==> src/rtl/pipe_ctrl_pkg.sv <==
// pipe_ctrl_pkg: shared state encoding and constants for the pipeline stall/flush sequencer
package pipe_ctrl_pkg;
  localparam int STATE_W = 2;
  localparam logic [4:0] REG_ZERO = 5'd0;
  typedef enum logic [STATE_W-1:0] {
    RUN      = 2'd0,
    MEM_WAIT = 2'd1,
    ERROR    = 2'd2
  } state_t;
endpackage

==> src/rtl/pipeline_ctrl_hazard_detect.sv <==
// hazard_detect: combinational load-use compare between the ID/EX load and the IF/ID sources
module hazard_detect
  import pipe_ctrl_pkg::*;
(
  input  logic       ex_memread,
  input  logic [4:0] ex_rt,
  input  logic [4:0] id_rs,
  input  logic [4:0] id_rt,
  input  logic       id_uses_rt,
  output logic       load_use
);
  assign load_use = ex_memread && ex_rt != REG_ZERO &&
                    (ex_rt == id_rs || (id_uses_rt && ex_rt == id_rt));
endmodule

==> src/rtl/pipeline_ctrl.sv <==
// pipeline_ctrl: stall/flush sequencer for the 5-stage pipeline with memory wait FSM and timeout.
// Optional performance counters are built when PIPE_CTRL_PERF_CNT_EN is defined.
module pipeline_ctrl
  import pipe_ctrl_pkg::*;
#(
  parameter int MAX_WAIT = 16,
  parameter int CNT_W    = 32
) (
  input  logic               clk,
  input  logic               rst_n,
  input  logic [4:0]         id_rs,
  input  logic [4:0]         id_rt,
  input  logic               id_uses_rt,
  input  logic               ex_memread,
  input  logic [4:0]         ex_rt,
  input  logic               mem_branch,
  input  logic               mem_zero,
  input  logic               mem_access,
  input  logic               dmem_ready,
  output logic               pc_en,
  output logic               pc_src,
  output logic               if_id_en,
  output logic               id_ex_en,
  output logic               ex_mem_en,
  output logic               mem_wb_en,
  output logic               if_id_flush,
  output logic               id_ex_flush,
  output logic               ex_mem_flush,
  output logic [STATE_W-1:0] ctrl_state,
  output logic               err_timeout,
  output logic [CNT_W-1:0]   stall_cycles,
  output logic [CNT_W-1:0]   flush_events
);
  localparam int WCW = $clog2(MAX_WAIT);
  state_t         state;
  logic [WCW-1:0] wait_cnt;
  logic           load_use;
  logic           mem_stall;
  logic           taken;
  logic           advance;
  hazard_detect u_hazard (
    .ex_memread(ex_memread),
    .ex_rt(ex_rt),
    .id_rs(id_rs),
    .id_rt(id_rt),
    .id_uses_rt(id_uses_rt),
    .load_use(load_use)
  );
  assign ctrl_state = state;
  // A taken branch squashes the ID instruction, so it masks any load-use stall.
  always_comb begin
    mem_stall    = mem_access && !dmem_ready;
    taken        = mem_branch && mem_zero;
    advance      = (state == RUN && !mem_stall) || (state == MEM_WAIT && dmem_ready);
    pc_en        = rst_n && advance && (taken || !load_use);
    pc_src       = rst_n && advance && taken;
    if_id_en     = !rst_n || (advance && (taken || !load_use));
    id_ex_en     = !rst_n || advance;
    ex_mem_en    = !rst_n || advance;
    mem_wb_en    = !rst_n || advance;
    if_id_flush  = !rst_n || (advance && taken);
    id_ex_flush  = !rst_n || (advance && (taken || load_use));
    ex_mem_flush = !rst_n || (advance && taken);
  end
  always_ff @(posedge clk)
    if (!rst_n) begin
      state       <= RUN;
      wait_cnt    <= '0;
      err_timeout <= 1'b0;
    end else begin
      case (state)
        RUN: if (mem_stall) begin
          state    <= MEM_WAIT;
          wait_cnt <= WCW'(1);
        end
        MEM_WAIT: if (dmem_ready) begin
          state    <= RUN;
          wait_cnt <= '0;
        end else if (wait_cnt == WCW'(MAX_WAIT - 1)) begin
          state       <= ERROR;
          err_timeout <= 1'b1;
        end else wait_cnt <= wait_cnt + WCW'(1);
        ERROR: state <= ERROR;
        default: state <= RUN;
      endcase
    end
`ifdef PIPE_CTRL_PERF_CNT_EN
  always_ff @(posedge clk)
    if (!rst_n) begin
      stall_cycles <= '0;
      flush_events <= '0;
    end else begin
      if (!pc_en && !(&stall_cycles)) stall_cycles <= stall_cycles + CNT_W'(1);
      if (pc_src && !(&flush_events)) flush_events <= flush_events + CNT_W'(1);
    end
`else
  assign stall_cycles = '0;
  assign flush_events = '0;
`endif
endmodule

==> config.mk <==
export PLATFORM = sky130hd
export DESIGN_NAME = pipeline_ctrl
export DESIGN_NICKNAME = d
export VERILOG_FILES = /design/src/rtl/pipe_ctrl_pkg.sv /design/src/rtl/pipeline_ctrl_hazard_detect.sv /design/src/rtl/pipeline_ctrl.sv
export SDC_FILE = /design/constraint.sdc
export NUM_CORES = 1
export LEC_CHECK = 0
export BUFFER_PORTS_ARGS = -buffer_cell sky130_fd_sc_hd__buf_4
export CAP_MARGIN = 20
export CORE_UTILIZATION = 38
export CTS_BUF_LIST = sky130_fd_sc_hd__clkbuf_4 sky130_fd_sc_hd__clkbuf_8
export DETAILED_ROUTE_END_ITERATION = 8
export PLACE_DENSITY = 0.86
export REMOVE_ABC_BUFFERS = 1
export SLEW_MARGIN = 40
export SYNTH_ARGS = -nofsm -noshare
export SYNTH_HDL_FRONTEND = slang
export SYNTH_HIERARCHICAL = 1
export SYNTH_SLANG_ARGS = --single-unit
==> constraint.sdc <==
create_clock -name clk -period 1.83 [get_ports clk]
set_input_delay 0.0915 -clock clk [delete_from_list [all_inputs] [get_ports clk]]
set_output_delay 0.0915 -clock clk [all_outputs]
set_load 0.1 [all_outputs]
==> results.py <==
metrics = {
    "final_layout": {
        "final_nets": 198,
        "area_growth_pct": 5.74,
        "diodes": 0,
        "mostFrequentLayoutCells": "64 x conb_1, 35 x buf_4, 8 x nand2_1",
        "final_common_cell": "conb_1",
        "drive_above_1_share": 0.249,
    },
    "timing": {
        "setup_violations": 0,
        "fin_skew_ps": 7.78,
        "fmax_mhz": 611,
        "post-route-min-period_ps": 1640,
        "post-route-period-util": 0.894,
        "setup_ws_ps": 193,
        "hold_viol": 0,
        "rsz0062_at_grt": "no",
        "slew_viol_final": 0,
    },
    "global_route": {
        "track_usage": 0.119,
        "grt_max_degree": 13,
        "grt_pass1_wl_um": 2570,
        "grt_pass1_vias": 617,
        "overflow": 0,
        "antenna_found_initial": 0,
    },
    "min_path": {
        "holdPathEnd": "wait_cnt[2]",
        "hold_class": "in2reg",
        "hold_start": "rst_n",
        "holdPathStages": 2,
    },
    "synthesis": {
        "synth-edff-count": 0,
        "yosysUniqueCellTypes": 32,
        "yosysSeqAreaShare": 0.131,
        "syn-cell-area_mm2": 0.00107,
        "synth_cells": 139,
        "synth-seq-cells": 7,
        "async_reset_ff_frac": 0,
        "yosys_warnings": 6,
        "synth_flop_cell": "dfxtp_1",
        "synth.avg_cell_area_um2": 7.68,
    },
    "place": {
        "place_ws_ps": 191,
        "portBuffers": 34,
        "gp_congestion": 0.808,
        "dp.final_hpwl_um": 1640,
    },
    "run_status": {
        "status": "complete, no violations",
    },
    "worst_setup_path": {
        "cp_slowest_stage_delay_ps": 390,
        "r2r-start": "wait_cnt[0]",
        "reg2reg_to": "wait_cnt[0]",
        "r2r_setup_slack_ps": 390,
        "worstRegToRegCells": 4,
        "crit_type": "reg2out",
        "required_ps": 1740,
        "cp_cell_sequence": "inv_1 > o21ai_2 > o21ai_0 > buf_4",
        "cp-start-kind": "flop",
        "crit_fanout": 7,
        "arrival_ps": 1550,
        "slowest_stage": "dfxtp_1",
        "worst_setup_path_end_kind": "output port",
    },
    "routing": {
        "drc": 0,
        "drt_iter0_drc": 11,
        "via_per_inst": 4.13,
        "antenna_left": 0,
        "drt_pass1_iterations": 4,
        "routed_wl_um": 1900,
        "dr_total_vias": 839,
        "drt-wirelength-per-cell_um": 9.36,
    },
    "floorplanning": {
        "fp.dieH_um": 55.0,
        "die_x_um": 55.0,
        "pin_count": 99,
        "rows": 18,
        "core_area_mm2": 0.00257,
        "initial_core_util": 0.416,
        "die-area_mm2": 0.00302,
    },
    "pwr": {
        "peakVddDrop_v": 0.000763,
        "finalPower_mw": 1.09,
        "power_density_mw_per_mm2": 970,
        "p_leak_nw": 0.595,
    },
    "run": {
        "drv_cap": 0,
    },
    "cts": {
        "insertion_delay_ps": 260,
        "cts.sinks": 7,
        "postCtsSetupBuffers": 0,
        "clkTransAtPathRegs_ps": 60,
        "tritoncts": "built",
        "cts_hold_buf": 0,
        "cts_buffers": 3,
        "htreeDepth": 1,
        "root_buffer": "clkbuf_4",
        "cts_buffer_depth": 2,
    },
}
[area by class of cell]
cell class	count	area, um2
Clock buffer	3	22.5
Clock inverter	1	5.00
Fill cell	276	1440
Inverter	3	11.3
Multi-Input combinational cell	124	649
Sequential cell	7	140
Tap cell	30	37.5
Timing Repair Buffer	35	263
[per-stage QoR]
step,instances,hold WS (ps),cell area (um2),TNS [ps],util
after floorplan,134,231,797,-17270,-
after global placement,199,416,1100,0,0.427
after detailed placement,199,422,1100,0,0.427
after CTS,203,133,1120,0,0.438
after global routing,203,140,1130,0,0.440
final,203,145,1130,0,0.440
[per-layer routing]
metal  wire (um)  GRT usage
met3         188     0.0437
met2        1020      0.227
met1         680      0.121
met4          13     0.0250
met5           0          0
[worst max path at each step]
stage,start,to,slack [ps],cells past startpoint
after floorplan,ctrl_state[1],ex_mem_flush,-3560,3
after global placement,ex_rt[3],id_ex_flush,210,8
after detailed placement,ex_rt[0],pc_en,190,7
after CTS,ctrl_state[1],id_ex_flush,90,4
after global routing,ctrl_state[1],ex_mem_flush,80,4
final,ctrl_state[1],if_id_flush,190,4
[flip-flops by register name, indices dropped and copies added (netlist names)]
signal	count
wait_cnt	4
ctrl_state	2
err_timeout	1
[where the power goes]
part | leakage [nW] | total, mW | switching, mW | internal (mW)
logic | 0.520 | 0.790 | 0.715 | 0.0749
clock network | 0.0177 | 0.146 | 0.0654 | 0.0803
registers | 0.0568 | 0.159 | 0.00306 | 0.156
total | 0.595 | 1.09 | 0.784 | 0.311
[cell families after synthesis]
logic type      after synthesis  synth area share
buf+inv                      71             0.485
simple gates                 28             0.148
other cells                   1           0.00351
compound gates               21             0.138
fa+ha+maj                     1            0.0117
flops                         7             0.131
xor+xnor                     10            0.0821
[cells in the mapped netlist (2+ instances only)]
cell	instances	share of area
dfxtp_1	7	0.13
a21oi_1	3	0.014
o21ai_0	4	0.019
a221oi_1	2	0.016
o21ai_1	3	0.014
inv_1	3	0.011
xor2_1	7	0.057
o21a_1	2	0.014
and3_1	2	0.012
nor2_1	3	0.011
buf_4	67	0.47
xnor2_1	3	0.025
nand3_1	4	0.019
nor3_1	4	0.019
nand2_1	8	0.028
[worst max-delay path, delay by kind of cell, from the launching register on]
family | cells | cell delay, ps
buf+inv | 2 | 520
flops | 1 | 390
compound gates | 2 | 370
[what timing repair did]
item,CTS,global route
endpoints found under the hold margin,0,0
resized for setup,0,1
setup endpoints to repair,0,2
Power figures use the tool's default switching activity.
